**src/rtl/uart_baud_cfg_ctrl.sv**
```systemverilog
// Baud configuration controller: shadows software divider writes and commits them only while the UART is idle.
// Optional autobaud start-bit measurement is compiled in with `define UART_BAUD_CFG_AUTOBAUD_EN.
module uart_baud_cfg_ctrl #(
  parameter logic [12:0] RESET_BAUD_VAL = 13'd26,
  parameter logic [2:0]  RESET_FRACTION = 3'd0,
  parameter int          AB_MIN_WIDTH   = 32
) (
  input  logic        clk,
  input  logic        aresetn,
  input  logic        cfg_wr,
  input  logic [12:0] cfg_baud_val,
  input  logic [2:0]  cfg_fraction,
  input  logic        autobaud_start,
  input  logic        rx,
  input  logic        uart_idle,
  output logic [12:0] baud_val,
  output logic [2:0]  baud_val_fraction,
  output logic        cfg_update,
  output logic        busy,
  output logic        ab_done,
  output logic        ab_err
);

`ifdef UART_BAUD_CFG_AUTOBAUD_EN
  typedef enum logic [2:0] {IDLE, PEND, APPLY, AB_ARM, AB_FALL, AB_MEAS, AB_CALC} state_t;
`else
  typedef enum logic [1:0] {IDLE, PEND, APPLY} state_t;
`endif

  state_t      state, state_nxt;
  logic [12:0] shd_baud;
  logic [2:0]  shd_frac;

`ifdef UART_BAUD_CFG_AUTOBAUD_EN
  localparam logic [16:0] W_MAX = 17'h1FFFF;
  logic        rx_q1, rx_s;
  logic [16:0] w;
  logic        w_sat, ab_ok, shd_ab;

  assign w_sat = (w == W_MAX);
  assign ab_ok = !w_sat && (w >= 17'(AB_MIN_WIDTH));

  // rx is asynchronous; idle line level is 1
  always_ff @(posedge clk or negedge aresetn) begin
    if (!aresetn) begin
      rx_q1 <= 1'b1;
      rx_s  <= 1'b1;
    end else begin
      rx_q1 <= rx;
      rx_s  <= rx_q1;
    end
  end

  always_ff @(posedge clk or negedge aresetn) begin
    if (!aresetn) w <= '0;
    else if (state == AB_FALL) w <= '0;
    else if (state == AB_MEAS && !rx_s && !w_sat) w <= w + 17'd1;
  end
`else
  logic unused_ab;
  assign unused_ab = ^{autobaud_start, rx, 17'(AB_MIN_WIDTH)};
`endif

  // A software write preempts everything except an APPLY already in progress,
  // whose old shadow still lands while the new one waits in PEND.
  always_comb begin
    state_nxt = state;
    case (state)
      IDLE: begin
        if (cfg_wr) state_nxt = PEND;
`ifdef UART_BAUD_CFG_AUTOBAUD_EN
        else if (autobaud_start) state_nxt = AB_ARM;
`endif
      end
      PEND:  if (uart_idle) state_nxt = APPLY;
      APPLY: state_nxt = cfg_wr ? PEND : IDLE;
`ifdef UART_BAUD_CFG_AUTOBAUD_EN
      AB_ARM:  if (cfg_wr) state_nxt = PEND; else if (rx_s) state_nxt = AB_FALL;
      AB_FALL: if (cfg_wr) state_nxt = PEND; else if (!rx_s) state_nxt = AB_MEAS;
      AB_MEAS: if (cfg_wr) state_nxt = PEND; else if (rx_s || w_sat) state_nxt = AB_CALC;
      AB_CALC: state_nxt = (cfg_wr || ab_ok) ? PEND : IDLE;
`endif
      default: state_nxt = IDLE;
    endcase
  end

  always_ff @(posedge clk or negedge aresetn) begin
    if (!aresetn) begin
      state <= IDLE;
      busy  <= 1'b0;
    end else begin
      state <= state_nxt;
      busy  <= (state_nxt != IDLE);
    end
  end

  always_ff @(posedge clk or negedge aresetn) begin
    if (!aresetn) begin
      shd_baud <= RESET_BAUD_VAL;
      shd_frac <= RESET_FRACTION;
`ifdef UART_BAUD_CFG_AUTOBAUD_EN
      shd_ab   <= 1'b0;
`endif
    end else if (cfg_wr) begin
      shd_baud <= cfg_baud_val;
      shd_frac <= cfg_fraction;
`ifdef UART_BAUD_CFG_AUTOBAUD_EN
      shd_ab   <= 1'b0;
    end else if (state == AB_CALC && ab_ok) begin
      // bit period = 16*(baud_val+1) + 2*fraction
      shd_baud <= w[16:4] - 13'd1;
      shd_frac <= w[3:1];
      shd_ab   <= 1'b1;
`endif
    end
  end

  always_ff @(posedge clk or negedge aresetn) begin
    if (!aresetn) begin
      baud_val          <= RESET_BAUD_VAL;
      baud_val_fraction <= RESET_FRACTION;
      cfg_update        <= 1'b0;
    end else begin
      cfg_update <= (state == APPLY);
      if (state == APPLY) begin
        baud_val          <= shd_baud;
        baud_val_fraction <= shd_frac;
      end
    end
  end

`ifdef UART_BAUD_CFG_AUTOBAUD_EN
  always_ff @(posedge clk or negedge aresetn) begin
    if (!aresetn) begin
      ab_done <= 1'b0;
      ab_err  <= 1'b0;
    end else begin
      ab_done <= (state == APPLY) && shd_ab;
      ab_err  <= (state == AB_CALC) && !cfg_wr && !ab_ok;
    end
  end
`else
  assign ab_done = 1'b0;
  assign ab_err  = 1'b0;
`endif

endmodule
```
**config.mk**
```make
export PLATFORM = sky130hd
export DESIGN_NAME = uart_baud_cfg_ctrl
export DESIGN_NICKNAME = d
export VERILOG_FILES = /design/src/rtl/uart_baud_cfg_ctrl.sv
export SDC_FILE = /design/constraint.sdc
export NUM_CORES = 1
export LEC_CHECK = 0
export ABC_AREA = 1
export ABC_CLOCK_PERIOD_IN_PS = 3300
export CORE_UTILIZATION = 60
export CTS_BUF_LIST = sky130_fd_sc_hd__clkbuf_4
export DETAILED_ROUTE_END_ITERATION = 10
export DONT_BUFFER_PORTS = 1
export PLACE_DENSITY = 0.76
export SLEW_MARGIN = 10
export SYNTH_ARGS = -nofsm -noshare
export SYNTH_HDL_FRONTEND = slang
export SYNTH_SLANG_ARGS = --single-unit
```
**constraint.sdc**
```tcl
create_clock -name clk -period 3.3 [get_ports clk]
set_clock_uncertainty 0.2 [all_clocks]
set_input_delay 0.66 -clock clk [delete_from_list [all_inputs] [get_ports clk]]
set_output_delay 0.66 -clock clk [all_outputs]
set_load 0.1 [all_outputs]
```
# ---- Word-level counts from Yosys, hierarchy flattened
# Cells that the tools add are included.
dict set report word_totals {
  register_bits 36
  output_inout_bits 20
  wordCells 15
}
dict set report op_classes {
  n_eq_ne 2
  muxes 4
  n_reduce_logical 2
}
# cell count
set ops {}
lappend ops {{$pmux W2 S3} 1}
lappend ops {{$mux W2} 2}
lappend ops {{$eq A2 B1 Y1 const B} 1}
lappend ops {{$eq A2 B2 Y1 const B} 1}
lappend ops {{$logic_not A2 Y1} 1}
lappend ops {{$reduce_bool A2 Y1} 1}
lappend ops {{$mux W1} 1}

# ---- Depth between registers and ports, before layout
# Gate-level depths: netlist (run 1).
dict set report depth {
  depth_word 3
  mapped_depth 5
  depth_no_buf 4
}

# ---- Least setup slack after synthesis (run 1)
# OpenSTA, ideal clock, no wires.
dict set report synth_path {
  path_kind {reg2out}
  start {register baud_val[0]}
  end {output baud_val[0]}
  arrival_time_ns 0.911
  t_required_ns 2.440
  path_slack_ns 1.529
  path_stages_with_launch 1
  cell_sequence {dfrtp_1}
}
# item line_no
set synth_rtl {}
lappend synth_rtl {{from (decl)} 16} ;# output logic [12:0] baud_val,
lappend synth_rtl {{from (signal assigned)} 126} ;# baud_val <= shd_baud;
# No word-level cell between the ends.

# ---- Worst setup path in the final report (run 1)
dict set report layout_path {
  start {register baud_val[2]}
  end {output baud_val[2]}
}
# No word-level cell between the ends.

==> metrics, run 1 <==
die area about 2600 sq um; post-DP HPWL around 1400 um; Fin. Hold Viols 0; Reg2Reg Capture Point baud_val_fraction[0]; Port Buffers 0; Setup Buffers After CTS 0; Die Wd 51.33 um; flop-to-flop setup slack between 1.5 and 2 ns; Slew Viols, Final 0; Synth Area in Compound Gates 0.1542; Slew headroom 0.3865; Root Buffer clkbuf_4; 1st-pass router iterations 4; CTS buffer count 5; share of post-route cells with drive strength above 1 0.2878; clock latency at the later pin of the worst-skew pair between 0.3 and 0.4 ns; WP depth 0; GP Congestion approximately 0.57; Post-synth top flop dfrtp_1; minimum hold slack 0.2178 ns; adder-cell share of the synthesized area 0; Worst setup SP type flip-flop; register area share after synthesis 0.6221; CP Class reg -> out; CTS tree built; final setup vio count 0; Filler cells between 150 and 200; Req. time, crit path 2.44 ns; die height 51.33 um; #FFs+latches synth 36; cell with the most instances after synthesis dfrtp_1; fmax 468.3 MHz; final wirelength roughly 2100 um; H-tree lvl count 2; crit path capture type output pin; Tmin final ~2.1 ns; Synth area leader dfrtp_1; nets between 150 and 200; post-route worst setup slack around 1.2 ns; post-synthesis mux area share 0; slew at the pin with the worst max-slew slack 0.9202 ns; Initial DRC Count 10; min-delay src cfg_wr; Ys Warns 0; setup TNS 0 ns; most frequent cells after synthesis 30 x dfrtp_1, 27 x nand2_1, 20 x inv_1; Post-Syn Area between 1000 and 1500 sq um; global-route wire length before repair 3553 um; core area about 2300 sq um; result of the run finished clean; post-CTS resize count 0; simple-gate area share of the yosys netlist 0.1148; period utilisation layout 0.6471; Netlist cell types 18; Worst-path clk slew around 0.10 ns; EDFF count, synth 0; asr flop ratio synth 1.000; Worst R2R Path Depth 2; Rows 17; DRC Markers 0; via count around 880; clock sink total 36; GRT overflow 0; Min-Delay Path Class in -> reg; initial core utilization 0.6476; RSZ-0062 raised after global routing false; maxcap violations 0; Hold Path End shd_baud[1]; vias in the first global route 834; buffer levels on the longest clock path 2; largest net degree at the start of global routing 37; area delta synth->final 3.342%; io pins 42; post-route insts no fill ~170; CP Data Arrival Time between 1 and 1.5 ns; Synth top area share 0.5141; largest family of logic cells by synthesized area compound AO/OA/AOI/OAI gates; worst reg2reg startpoint baud_val_fraction[0]; detailed-route wire length per cell approximately 13 um; pre-CTS WS 1.507 ns; Post-Place Cells ~160; synth top area cells dfrtp_1 51%, dfstp_2 11%, o21ai_2 9.6%; Synth Instances 136; initial antenna violation count 0; Hold Crit Depth 1; CP max FO 2; GRT Overall Usage 0.1910; via/cell ratio 5.263; Post-Syn Area per Cell around 11 sq um; XOR/XNOR Fraction of Synth Area 0; Antenna Cells 0; Final ANT Viol Nets 0
## worst max path at each step
stage               slack, ns            startpoint                    to
CTS                      1.15  baud_val_fraction[1]  baud_val_fraction[1]
global placement         1.51  baud_val_fraction[1]  baud_val_fraction[1]
detailed placement       1.51           baud_val[2]           baud_val[2]
floorplan                1.53           baud_val[0]           baud_val[0]
global route             1.12  baud_val_fraction[1]  baud_val_fraction[1]
finish                   1.16           baud_val[2]           baud_val[2]
## sequential cells by signal, summed over array words and instances, names as in the netlist
signal	cells
cfg_update	1
shd_baud	13
shd_frac	3
busy	1
baud_val_fraction	3
baud_val	13
state	2
## cells by family after synthesis
logic type	after synthesis
compound gates	33
buf+inv	29
flops	36
other cells	1
simple gates	37
## cell type report
| type | instances | area, sq um | area share |
|---|---|---|---|
| Sequential cell | 36 | 908.4 | 0.6020 |
| Multi-Input combinational cell | 72 | 400.4 | 0.2653 |
| Inverter | 21 | 78.83 | 0.05224 |
| Clock buffer | 7 | 52.55 | 0.03483 |
| Tap cell | 28 | 35.03 | 0.02322 |
| Timing Repair Buffer | 2 | 30.03 | 0.01990 |
| Clock inverter | 1 | 3.754 | 0.002488 |
## per-layer routing
metal / GRT usage / wire [um] / up-vias
li1: - / - / 420
met1: 0.2285 / 928 / 424
met4: 0.09459 / 31 / 0
met5: 0 / 0 / -
met3: 0.07440 / 149 / 5
met2: 0.3004 / 1014 / 30
## worst register-to-register path, delay by kind of cell, from the launching register on
| kind | cells | cell delay (ns) |
|---|---|---|
| flops | 1 | 0.94 |
| compound gates | 1 | 0.09 |
| simple gates | 1 | 0.17 |
## cell usage in the layout (no fill, tap or decap), types with 2 or more instances in the layout
cell type / Yosys / routed
clkbuf_4: 0 / 7
conb_1: 1 / 2
dfrtp_1: 30 / 30
dfstp_2: 6 / 6
inv_1: 20 / 20
nand2_1: 27 / 27
nand2_2: 7 / 7
o21ai_0: 17 / 17
o21ai_2: 16 / 16
## what timing repair did
item / 4_1_cts / 5_1_grt
hold endpoints to repair: 36 / 0
setup endpoints to repair: 0 / 0
hold buffers: 2 / 0
## stage by stage
step                instance area (sq um)  utilization
floorplan                            1464            -
global placement                     1423       0.6310
detailed placement                   1423       0.6310
CTS                                  1509       0.6693
global route                         1509       0.6693
finish                               1509       0.6693
Power of run 1 is left out: the tool's default activity adds up to more than one toggle a clock period on the data nets, which glitch-free logic cannot reach.
==> run 2, diff against run 1 <==
--- a/config.mk
+++ b/config.mk
@@ -6,8 +6,8 @@
 export NUM_CORES = 1
 export LEC_CHECK = 0
 export ABC_AREA = 1
-export ABC_CLOCK_PERIOD_IN_PS = 3300
-export CORE_UTILIZATION = 60
+export ABC_CLOCK_PERIOD_IN_PS = 1900
+export CORE_UTILIZATION = 58
 export CTS_BUF_LIST = sky130_fd_sc_hd__clkbuf_4
 export DETAILED_ROUTE_END_ITERATION = 10
 export DONT_BUFFER_PORTS = 1
==> constraint.sdc (replaced) <==
create_clock -name clk -period 1.9 [get_ports clk]
set_clock_uncertainty 0.2 [all_clocks]
set_input_delay 0.38 -clock clk [delete_from_list [all_inputs] [get_ports clk]]
set_output_delay 0.38 -clock clk [all_outputs]
set_load 0.1 [all_outputs]
==> metrics, run 2 (same netlist as run 1, synthesis figures left out) <==
Rows 17; Root Buffer clkbuf_4; flop-to-flop setup slack ~0.55 ns; Initial DRC Count 14; fmax about 560 MHz; global-route wire length before repair between 4000 and 5000 um; CP max FO 2; H-tree lvl count 2; vias in the first global route 995; GRT Overall Usage 0.2198; die height 52.18 um; largest net degree at the start of global routing 37; final setup vio count 0; buffer levels on the longest clock path 2; CP Data Arrival Time roughly 1.2 ns; die area 2722 sq um; Filler cells 154; Final ANT Viol Nets 0; via/cell ratio between 5 and 6; initial core utilization 0.6356; Worst R2R Path Depth 2; via count 993; period utilisation layout 0.9337; 1st-pass router iterations 4; nets 192; clock sink total 36; GP Congestion 0.6301; initial antenna violation count 0; RSZ-0062 raised after global routing false; minimum hold slack 0.04328 ns; Hold Crit Depth 2; Req. time, crit path 1.32 ns; worst reg2reg startpoint baud_val[4]; Hold Path End state[1]; io pins 42; DRC Markers 0; Slew headroom 0.3284; Tmin final 1.774 ns; core area approximately 2300 sq um; GRT overflow 0; Reg2Reg Capture Point baud_val[4]; clock latency at the later pin of the worst-skew pair 0.31 ns; Fin. Hold Viols 0; CP Class reg -> out; final wirelength between 2000 and 3000 um; detailed-route wire length per cell about 13 um; crit path capture type output pin; Port Buffers 0; CTS buffer count 5; Worst setup SP type flip-flop; post-DP HPWL ~1600 um; Antenna Cells 0; area delta synth->final 22.45%; CTS tree built; most frequent cells in the layout 30 x dfrtp_1, 27 x nand2_1, 20 x inv_1, 17 x o21ai_0, 17 x dlygate4sd3_1; result of the run finished clean; min-delay src uart_idle; Die Wd around 52 um; largest registers baud_val (13), shd_baud (13); maxcap violations 0; most common cell after layout, fill and taps aside dfrtp_1; Slew Viols, Final 0; slew at the pin with the worst max-slew slack 1.007 ns; share of post-route cells with drive strength above 1 0.3235; Min-Delay Path Class in -> reg; Worst-path clk slew about 0.1 ns; setup TNS 0 ns
## run 2: routing by layer
layer	wire length (um)	GRT usage	vias up
met4	16	0.09211	0
met2	1364	0.4060	33
met5	0	0	-
met1	1122	0.2377	471
met3	125	0.05217	2
li1	-	-	487
## run 2: cell type report
cell class	instances	area [sq um]	area share
inverter	21	78.83	0.04409
timing repair buffer	34	315.3	0.1763
sequential	36	908.4	0.5080
clock buffer	6	45.04	0.02519
clock inverter	1	5.005	0.002799
tap	28	35.03	0.01959
multi-input combinational	72	400.4	0.2239
## run 2: timing repair
action,4_1_cts,5_1_grt
hold buffers,17,2
setup buffers,0,0
hold endpoints to repair,52,2
resized for setup,0,1
endpoints found under the setup margin,0,5
## run 2: how the worst max path moves through the flow
| stage | slack [ns] | endpoint | start | cells after the start |
|---|---|---|---|---|
| 2_1_floorplan | 0.41 | baud_val[0] | baud_val[0] | 0 |
| 3_3_place_gp | 0.47 | baud_val[1] | baud_val[1] | 0 |
| 3_5_place_dp | 0.47 | baud_val[1] | baud_val[1] | 0 |
| 4_1_cts | 0.05 | shd_baud[9] | cfg_wr | 2 |
| 5_1_grt | 0.09 | baud_val[4] | baud_val[4] | 0 |
| 6_report | 0.13 | baud_val[1] | baud_val[1] | 0 |
## run 2: metrics by stage
step / worst slack, ns / area [sq um] / util / instances
floorplan: 0.4092 / 1464 / - / 137
global placement: 0.4744 / 1535 / 0.6683 / 172
detailed placement: 0.4728 / 1535 / 0.6683 / 172
CTS: 0.04685 / 1765 / 0.7685 / 196
global route: 0.09114 / 1788 / 0.7783 / 198
finish: 0.1260 / 1788 / 0.7783 / 198
Power of run 2 is left out for the same reason.
==> run 3, diff against run 2 <==
--- a/config.mk
+++ b/config.mk
@@ -11,6 +11,7 @@
 export CTS_BUF_LIST = sky130_fd_sc_hd__clkbuf_4
 export DETAILED_ROUTE_END_ITERATION = 10
 export DONT_BUFFER_PORTS = 1
+export GPL_TIMING_DRIVEN = 0
 export PLACE_DENSITY = 0.76
 export SLEW_MARGIN = 10
 export SYNTH_ARGS = -nofsm -noshare
==> metrics, run 3 (same netlist as run 1, synthesis figures left out) <==
clock latency at the later pin of the worst-skew pair 0.33 ns; initial core utilization 0.6356; clock sink total 36; Slew Viols, Final 0; WL met1 around 1100 um; final wirelength about 2800 um; Root Buffer clkbuf_4; Worst R2R Path Depth 2; die area 2722 sq um; detailed-route wire length per cell 14.65 um; setup TNS 0 ns; met3 WL around 150 um; Fin. Hold Viols 0; Worst-path clk slew approximately 0.10 ns; global-route wire length before repair between 4000 and 5000 um; core area 2297 sq um; DRC Markers 0; result of the run finished clean; area delta synth->final 20.31%; fmax 533.6 MHz; nets roughly 190; Antenna Cells 0; CP Class reg -> out; Filler cells 170; CP Data Arrival Time around 1.3 ns; most common cell after layout, fill and taps aside nand2_1; slew at the pin with the worst max-slew slack between 0.9 and 1 ns; Tmin final between 1.5 and 2 ns; GP Congestion 0.7262; via/cell ratio ~5.2; maxcap violations 0; Port Buffers 0; largest registers baud_val (13), shd_baud (13); 1st-pass router iterations 4; WP depth 0; largest net degree at the start of global routing 37; highest metal used met4; CP max FO 2; Initial DRC Count 16; initial antenna violation count 0; crit path capture type output pin; final setup vio count 0; vias in the first global route ~1,100; Min-Delay Path Class in -> reg; via count 1,006; met2 wire len ~1500 um; RSZ-0062 raised after global routing false; CTS buffer count 5; GRT Overall Usage 0.2497; Worst setup SP type flip-flop; Rows 17; GRT overflow 0; H-tree lvl count 2; most frequent cells in the layout 27 x nand2_1, 26 x dfrtp_1, 20 x inv_1, 18 x dlygate4sd3_1, 17 x o21ai_0; io pins between 40 and 50; period utilisation layout 0.9863; Slew headroom 0.3873; Hold Crit Depth 2; Final ANT Viol Nets 0; Die Wd about 52 um; Req. time, crit path about 1.3 ns; buffer levels on the longest clock path 2; die height approximately 52 um; post-DP HPWL about 1800 um; CTS tree built; share of post-route cells with drive strength above 1 0.3110
==> run 3: changes by cell type in the layout (fill, tap and decap cells not counted), sizes merged <==
| cell | change |
|---|---|
| clkbuf | +1 |
| buf | -8 |
| dlygate4sd3 | +1 |
| clkinv | +1 |
| dlymetal6s4s | -1 |
==> run 3: cell type report <==
type	instances	area, sq um	area share
plain buffers	8	76.32	0.04345
clock buffers	6	45.04	0.02564
clock inverters	2	7.507	0.004274
inverters	21	78.83	0.04487
multi-input cells	72	400.4	0.2279
flip-flops and latches	36	913.4	0.5199
well taps	28	35.03	0.01994
repair buffers	19	200.2	0.1140
==> run 3: per-stage QoR <==
step	util	cells	instance area [sq um]	worst slack, ns	hold WS [ns]
3_3_place_gp	0.6525	165	1499	0.3848	-0.1150
5_1_grt	0.7647	192	1757	0.0005564	0.01527
6_report	0.7647	192	1757	0.02598	0.01864
2_1_floorplan	-	137	1464	0.4092	-0.1156
4_1_cts	0.7625	192	1752	0.004799	0.0006987
3_5_place_dp	0.6525	165	1499	0.3817	-0.1150
==> run 3: worst paths after layout <==
check                                      from                    to  slack (ns)
max                        baud_val_fraction[1]  baud_val_fraction[1]        0.03
min                                   uart_idle              state[1]        0.02
max reg2reg                         baud_val[7]           baud_val[7]        0.42
min reg2reg                         shd_baud[4]           baud_val[4]        0.29
max in group asynchronous               aresetn           shd_baud[4]        0.95
min in group asynchronous               aresetn                  busy        0.29
==> run 3: metal layers <==
layer	vias to the layer above	global-route usage
li1	471	-
met1	498	0.2701
met2	35	0.4487
met3	2	0.06667
met4	0	0.1184
met5	-	0
==> run 3: repair_timing <==
action,CTS,global route
gates resized for setup,0,4
hold buffers,19,0
setup endpoints to repair,0,4
endpoints found under the hold margin,52,0
setup buffers,0,0
Power of run 3 is left out for the same reason.
